===== src/rtl/coproc_pkg.sv =====
// Shared types and constants for the matrix coprocessor front end.
package coproc_pkg;

    localparam int unsigned MATRIX_W = 200;
    localparam int unsigned INSTR_W  = 5;

    // instr = {opcode, size}
    localparam logic [2:0] OP_ADD   = 3'b000;
    localparam logic [2:0] OP_SUB   = 3'b001;
    localparam logic [2:0] OP_MUL   = 3'b010;
    localparam logic [2:0] OP_TRANS = 3'b011;
    localparam logic [2:0] OP_SCALE = 3'b100;

    localparam logic [1:0] SIZE_2X2 = 2'b00;
    localparam logic [1:0] SIZE_3X3 = 2'b01;
    localparam logic [1:0] SIZE_4X4 = 2'b10;
    localparam logic [1:0] SIZE_5X5 = 2'b11;

    typedef enum logic [2:0] {
        StIdle  = 3'd0,
        StIssue = 3'd1,
        StWait  = 3'd2,
        StDone  = 3'd3,
        StErr   = 3'd4
    } arb_state_e;

endpackage


===== src/rtl/rr_arbiter_2.sv =====
// Two-way round-robin grant with a registered priority pointer.
module rr_arbiter_2 (
    input  logic       clk_i,
    input  logic       rst_i,
    input  logic [1:0] req_i,
    input  logic       update_i,
    input  logic       served_b_i,
    output logic [1:0] grant_o
);

    // prio_q = 0 favours A, 1 favours B
    logic prio_q, prio_d;

    always_comb begin
        grant_o = 2'b00;
        unique case (req_i)
            2'b01:   grant_o = 2'b01;
            2'b10:   grant_o = 2'b10;
            2'b11:   grant_o = prio_q ? 2'b10 : 2'b01;
            default: grant_o = 2'b00;
        endcase
    end

    always_comb begin
        prio_d = prio_q;
        if (update_i) begin
            prio_d = ~served_b_i;
        end
    end

    always_ff @(posedge clk_i) begin
        if (rst_i) begin
            prio_q <= 1'b0;
        end else begin
            prio_q <= prio_d;
        end
    end

endmodule


===== src/rtl/coproc_arbiter.sv =====
// Arbitrates two requesters onto one matrix control unit and returns its result.
module coproc_arbiter
    import coproc_pkg::*;
#(
    parameter int unsigned TIMEOUT  = 1024,
    parameter int unsigned MATRIX_W = coproc_pkg::MATRIX_W
) (
    input  logic                  clk,
    input  logic                  rst,
    input  logic [1:0]            req,
    input  logic [2*INSTR_W-1:0]  instr,
    input  logic [2*MATRIX_W-1:0] m1,
    input  logic [2*MATRIX_W-1:0] m2,
    output logic [1:0]            ack,
    output logic [INSTR_W-1:0]    cu_instruction,
    output logic [MATRIX_W-1:0]   cu_matrix1,
    output logic [MATRIX_W-1:0]   cu_matrix2,
    output logic                  cu_start,
    input  logic                  cu_ready,
    input  logic [MATRIX_W-1:0]   cu_result,
    input  logic                  cu_overflow,
    output logic [MATRIX_W-1:0]   res,
    output logic                  res_ovf,
    output logic [1:0]            done,
    output logic                  err,
    output logic                  busy
);

    localparam int unsigned CntW = $clog2(TIMEOUT + 1);

    arb_state_e           state_q, state_d;
    logic                 owner_q, owner_d;
    logic [CntW-1:0]      cnt_q, cnt_d;
    logic [1:0]           ack_q, ack_d;
    logic [INSTR_W-1:0]   instr_q, instr_d;
    logic [MATRIX_W-1:0]  mat1_q, mat1_d;
    logic [MATRIX_W-1:0]  mat2_q, mat2_d;
    logic [MATRIX_W-1:0]  res_q, res_d;
    logic                 ovf_q, ovf_d;
    logic [1:0]           grant;
    logic                 arb_update;
    logic                 timed_out;

    rr_arbiter_2 u_rr (
        .clk_i      (clk),
        .rst_i      (rst),
        .req_i      (req),
        .update_i   (arb_update),
        .served_b_i (owner_q),
        .grant_o    (grant)
    );

    // cnt_q holds the number of ISSUE/WAIT cycles already completed
    assign timed_out = (cnt_q >= CntW'(TIMEOUT - 1));

    always_comb begin
        state_d    = state_q;
        owner_d    = owner_q;
        cnt_d      = cnt_q;
        ack_d      = 2'b00;
        instr_d    = instr_q;
        mat1_d     = mat1_q;
        mat2_d     = mat2_q;
        res_d      = res_q;
        ovf_d      = ovf_q;
        arb_update = 1'b0;
        unique case (state_q)
            StIdle: begin
                if ((req != 2'b00) && cu_ready) begin
                    state_d = StIssue;
                    owner_d = grant[1];
                    ack_d   = grant;
                    cnt_d   = '0;
                    instr_d = grant[1] ? instr[2*INSTR_W-1:INSTR_W] : instr[INSTR_W-1:0];
                    mat1_d  = grant[1] ? m1[2*MATRIX_W-1:MATRIX_W] : m1[MATRIX_W-1:0];
                    mat2_d  = grant[1] ? m2[2*MATRIX_W-1:MATRIX_W] : m2[MATRIX_W-1:0];
                end
            end
            StIssue: begin
                cnt_d = cnt_q + CntW'(1);
                if (!cu_ready) begin
                    state_d = StWait;
                end else if (timed_out) begin
                    state_d    = StErr;
                    res_d      = '0;
                    ovf_d      = 1'b0;
                    arb_update = 1'b1;
                end
            end
            StWait: begin
                cnt_d = cnt_q + CntW'(1);
                if (cu_ready) begin
                    state_d    = StDone;
                    res_d      = cu_result;
                    ovf_d      = cu_overflow;
                    arb_update = 1'b1;
                end else if (timed_out) begin
                    state_d    = StErr;
                    res_d      = '0;
                    ovf_d      = 1'b0;
                    arb_update = 1'b1;
                end
            end
            StDone:  state_d = StIdle;
            StErr:   state_d = StIdle;
            default: state_d = StIdle;
        endcase
    end

    always_ff @(posedge clk) begin
        if (rst) begin
            state_q <= StIdle;
            owner_q <= 1'b0;
            cnt_q   <= '0;
            ack_q   <= 2'b00;
            instr_q <= '0;
            mat1_q  <= '0;
            mat2_q  <= '0;
            res_q   <= '0;
            ovf_q   <= 1'b0;
        end else begin
            state_q <= state_d;
            owner_q <= owner_d;
            cnt_q   <= cnt_d;
            ack_q   <= ack_d;
            instr_q <= instr_d;
            mat1_q  <= mat1_d;
            mat2_q  <= mat2_d;
            res_q   <= res_d;
            ovf_q   <= ovf_d;
        end
    end

    assign ack            = ack_q;
    assign cu_instruction = instr_q;
    assign cu_matrix1     = mat1_q;
    assign cu_matrix2     = mat2_q;
    assign res            = res_q;
    assign res_ovf        = ovf_q;
    assign busy           = (state_q != StIdle);
    assign cu_start       = (state_q == StIssue);
    assign err            = (state_q == StErr);
    assign done           = ((state_q == StDone) || (state_q == StErr)) ?
                            (owner_q ? 2'b10 : 2'b01) : 2'b00;

endmodule


===== config.mk =====
export PLATFORM = sky130hd
export DESIGN_NAME = coproc_arbiter
export DESIGN_NICKNAME = d
export VERILOG_FILES = /design/src/rtl/coproc_pkg.sv /design/src/rtl/rr_arbiter_2.sv /design/src/rtl/coproc_arbiter.sv
export SDC_FILE = /design/constraint.sdc
export NUM_CORES = 1
export LEC_CHECK = 0
export ABC_AREA = 0
export CAP_MARGIN = 20
export CELL_PAD_IN_SITES_DETAIL_PLACEMENT = 0
export CELL_PAD_IN_SITES_GLOBAL_PLACEMENT = 2
export CORE_AREA = 5 5 623 625
export DETAILED_ROUTE_END_ITERATION = 16
export DIE_AREA = 0 0 628 630
export PLACE_DENSITY_LB_ADDON = 0.3
export SYNTH_ARGS = -nofsm -noshare
export SYNTH_HDL_FRONTEND = slang
export SYNTH_HIERARCHICAL = 1
export SYNTH_SLANG_ARGS = --single-unit

===== constraint.sdc =====
create_clock -name clk -period 5.7 [get_ports clk]
set_clock_uncertainty 0.2 [all_clocks]
set_input_delay 0.57 -clock clk [delete_from_list [all_inputs] [get_ports clk]]
set_output_delay 0.57 -clock clk [all_outputs]
set_load 0.02 [all_outputs]

# --- After elaboration in Yosys (flattened, before gate mapping) ---
# Cells that the tools add are included.
# Widths: inputs -> output; s select.
word_totals:
  reg_bits: 624
  latch_bits: 0
  ram_bits: 0
  mem_bits_ro: 0
  input_bits: 1016
  output_inout_bits: 613
  wordCells: 62
  memories: 0
op_classes:
  n_addsub: 1
  n_mul: 0
  div_mod_pow: 0
  order_cmp: 1
  eq_ne: 9
  shifts: 0
  mux: 26
  bitwise: 3
  reduce_logical: 12
ops:
  columns: ["op", "count"]
  rows:
  - ["$mux 200", 5]
  - ["$pmux 200 s2", 1]
  - ["$pmux 11 s2", 1]
  - ["$mux 3", 4]
  - ["$add 11x1->11 const B", 1]
  - ["$ge 11x10->1 const B", 1]
  - ["$mux 11", 1]
  - ["$pmux 3 s3", 1]
  - ["$eq 3x2->1 const B", 2]
  - ["$mux 1", 6]
  - ["$mux 2", 3]
  - ["$pmux 2 s3", 1]
  - ["$reduce_and 2->1", 3]
  - ["$reduce_bool 2->1", 3]
  - ["$mux 5", 1]
  - ["$eq 2x2->1 const B", 2]
  - ["$pmux 1 s2", 2]
  - ["$eq 3x1->1 const B", 1]
  - ["$eq 3x3->1 const B", 1]
  - ["$logic_not 3->1", 1]
  - ["$not 1->1", 3]
  - ["$reduce_bool 3->1", 1]
  - ["$reduce_or 3->1", 1]
  - ["$eq 2x1->1 const B", 1]
  - ["5 further kinds", 5]

# --- Depth between registers and ports, before layout ---
depth:
  depth_word: 4
  ltp_mapped: 8
  mapped_depth_nobuf: 6

# --- Modules after synthesis ---
# Netlist, hierarchy kept.
by_module_without_submodules:
  columns: ["module", "instances", "cells_per_inst", "area_per_inst_um2", "seq_area_each_um2"]
  rows:
  - ["coproc_arbiter", 1, 2855, 27147.3, 12472.0]
  - ["rr_arbiter_2", 1, 6, 55.1, 20.0]

# --- Least setup slack after synthesis ---
# OpenSTA, ideal clock, no wires.
synth_timing:
  kind: "reg2out"
  startpoint: "reg state_q[1]"
  endpoint: "out done[1]"
  t_arrival_ns: 1.387
  required_time_ns: 4.930
  setup_slack_ns: 3.543
  stages_incl_launch_ff: 7
  path_buffers: 2
  cell_sequence: "dfxtp_1 buf_2 buf_2 nor2_1 and2_1 a21oi_1 nor2b_1"
synth_between:
  elab_chain_len: 3
  word_cells_on_any_way: 4
  classes_between: "eq/ne: 2; mux: 1; reduce/logical: 1"
synth_rtl:
  columns: ["item", "line_no", "rtl"]
  rows:
  - ["start, declared", "coproc_arbiter.sv:31", "arb_state_e state_q, state_d;"]
  - ["start signal, assigned", "coproc_arbiter.sv:112", "state_q <= StIdle;"]
  - ["start signal, assigned", "coproc_arbiter.sv:122", "state_q <= state_d;"]
  - ["$eq 3x3->1", null, null]
  - ["net err", "coproc_arbiter.sv:25", "output logic err,"]
  - ["$logic_or 1x1->1", "coproc_arbiter.sv:143", "assign done = ((state_q == StDone) || (state_q == StErr)) ?"]
  - ["$mux 2", "coproc_arbiter.sv:143", null]
  - ["end, declared", "coproc_arbiter.sv:24", "output logic [1:0] done,"]
# The timed path passes the listed nets, and every way through them passes these cells.

# --- Worst setup path after layout ---
layout_timing:
  startpoint: "reg state_q[1]"
  endpoint: "out done[1]"
layout_between:
  elab_chain_len: 3
  word_cells_on_any_way: 4
  classes_between: "eq/ne: 2; mux: 1; reduce/logical: 1"
layout_rtl:
  columns: ["item", "line_no"]
  rows:
  - ["$eq 3x2->1 / $eq 3x3->1 (equally long branches)", "coproc_arbiter.sv:143"]
  - ["$logic_or 1x1->1 (*)", "coproc_arbiter.sv:143"]
  - ["$mux 2 (*)", "coproc_arbiter.sv:143"]
# Mark *: on every way between the ends. The rest lies on a longest branch, timed or not.

==> impl_metrics.toml <==
[run_status]
outcome = "complete, no violations"

[floorplan]
coreArea_sq_mm = 0.3814
rows = 227
die_area_sq_mm = 0.3956
start_util_pct = 7.131
die_w_microns = 628
die_y_microns = 630
io_pins = 1629

[grt]
grt_pass1_wl_microns = 331100
antenna_found_initial = 159
grt_usage_pct = 12.53
grt_start_max_net_pins = 158
grt_overflow = 0
grt_pass1_vias = 29100

[cells_and_area]
syn2layout_area_growth_pct = 92.62
design_area_sq_mm = 0.05240
layout_commonest_cell = "clkdlybuf4s50_1"
layout.cells.non_filler = 9466
nNetsFinal = 5346
drive_gt1_share_pct = 5.154
final_cell_mix = "1624 x clkdlybuf4s50_1, 810 x a211oi_1, 623 x dfxtp_1, 418 x nor2_1, 405 x mux2i_1"

[clocking]
clk_latency_ns = 0.80
postCtsSetupBuffers = 0
cts.path.max_buffers = 4
cts_resized = 0
numClockSinks = 624
cts_buffers = 99
htreeDepth = 3
cts_tree = "done"
cts_root_buffer = "clkbuf_16"
clkSlewWorstSetupHoldPaths_ns = 0.06
cts_hold_buf = 0

[placed_design]
placed_cells = 9265
dpl-instance-area_sq_mm = 0.04905
port_buffers = 1628
dp_hpwl_microns = 216400
gp_congestion = 0.8821

[sta]
final_hold_viol_count = 0
finalSetupTns_ns = 0
fin_crit_sh_pct = 63.99
rsz0062_at_grt = "no"
slew_headroom_pct = 29.26
period_needed_ns = 3.648
drv_slew = 0
timing.hold.ws_ns = 0.1369
fmax_mhz = 274.2
setup_viol_count_final = 0
tightest_slew_ns = 1.061

[logic_synthesis]
synth_edf_count = 0
synth_cell_type_count = 43
synthCells = 2861
ys_ff_latch = 624
ys_warn_count = 6
synth_nets = 3878
yosysSeqAreaShare_pct = 45.92
synth_ff_type = "dfxtp_1"
syn_avg_cell_area_sq_um = 9.508
syn_area_sq_mm = 0.02720
async_flop_share_pct = 0

[critical_path]
r2r_setup_slack_ns = 2.45
required_ns = 4.93
cp-end-kind = "output pin"
worst_path_max_delay_cell = "dfxtp_1"
slowest_delay_ns = 0.79
endpoint = "done[1]"
crit-reg2reg-launch = "state_q[1]"
path_cells = "nor2_1 -> and2_1 -> a21oi_1 -> nor2b_1 -> clkdlybuf4s50_1"
path_max_fanout = 17
cp.arrival_ns = 2.88
worstSetupStartpointType = "flip-flop"
worstSetupPathType = "flip-flop to output pin"
worstReg2RegEnd = "res[190]"
r2r_cells = 5
crit_start = "state_q[1]"

[routing]
wl_per_cell_microns = 27.62
viasPerCell = 3.162
wl_microns = 261500
drc = 0
drtIter0Drc = 1544
num_vias = 29930
dr.pass1.iters = 5
ant_nets = 0

[pwr]
p_leak_uw = 0.01631
ir_drop_uv = 192.1
cellPowerDensity_mw_per_mm2 = 284.6

[job]
maxCapViolations = 0

[worst_hold_path]
hold_path_class = "primary input to flip-flop"
-- kinds of logic (layout without fill, tap and decap cells) --
group	Yosys count	count (layout)	synth area share, %
AOI/OAI and AO/OA	1043	1043	26.85
buffers and inverters	324	1867	5.409
muxes	406	406	14.94
adders and majority gates	1	1	0.04599
other	0	24	0
xor gates and xnor gates	4	4	0.1288
DFF	624	624	45.92
and+or+nand+nor	459	459	6.702
-- synth_stat cells (2+ instances only) --
cell type | n | area share (%)
buf_4 | 17 | 0.47
buf_1 | 8 | 0.11
a21o_1 | 2 | 0.055
nand3_1 | 7 | 0.13
or4_1 | 2 | 0.055
xor2_1 | 2 | 0.064
mux2i_1 | 406 | 15
o211ai_1 | 3 | 0.083
inv_1 | 5 | 0.069
nor3_1 | 3 | 0.055
dfxtp_1 | 624 | 46
a31oi_1 | 2 | 0.046
or3_1 | 4 | 0.092
a21oi_1 | 211 | 3.9
clkbuf_1 | 141 | 1.9
nand2_1 | 9 | 0.12
nor2_1 | 418 | 5.8
buf_2 | 153 | 2.8
o21ai_0 | 5 | 0.092
xnor2_1 | 2 | 0.064
and3_1 | 5 | 0.11
nor2b_1 | 2 | 0.046
a211oi_1 | 810 | 22
-- stage by stage --
stage | utilization (%) | total power (uW) | setup WS (ns)
after CTS | 13.71 | 15400 | 1.920
after global routing | 13.72 | 15650 | 1.887
after global placement | 12.86 | 8783 | 1.788
after floorplan | - | 6489 | 3.543
final | 13.74 | 14910 | 2.052
after detailed placement | 12.86 | 8790 | 1.735
-- worst min-delay path by stage --
stage | slack [ns] | end | startpoint | cells past startpoint
detailed placement | 0.28 | cnt_q[5] | cnt_q[5] | 2
CTS | 0.07 | res[126] | cu_result[126] | 3
global route | 0.13 | res[104] | rst | 2
global placement | 0.27 | cnt_q[8] | cnt_q[8] | 2
finish | 0.14 | res[74] | rst | 2
floorplan | 0.25 | cnt_q[8] | cnt_q[8] | 2
-- registers in the layout (all words and copies together), names as in the netlist --
register        flops
ack                 2
cnt_q              11
cu_instruction      5
cu_matrix1        200
cu_matrix2        200
owner_q             1
res               200
res_ovf             1
state_q             3
u_rr/prio_q         1
-- final cells by class --
cell class / count / area, sq um
clock buffer: 149 / 2957
inverter: 5 / 18.77
multi-input combinational: 1913 / 13280
sequential: 624 / 12500
timing repair buffer: 1686 / 16980
antenna: 24 / 60.06
fill: 43160 / 329000
tap: 5038 / 6304
clock inverter: 27 / 302.8
-- per-layer routing --
metal	global-route usage (%)	vias to the layer above	share of wire (%)
met4	2.507	88	2.4
met2	22.70	1270	51
li1	-	13820	-
met5	0	-	0.22
met1	13.95	14350	38
met3	4.668	401	8.3
-- worst max-delay path: cells and delay by family (launching register included) --
kind	cells	cell delay, ns
compound gates	1	0.16
buf+inv	1	0.61
flops	1	0.79
simple gates	3	0.54
-- power by group --
group / internal, uW / switching, uW
logic: 1670 / 1960
registers: 4710 / 258
clock network: 3790 / 2520
Power figures use the tool's default switching activity.
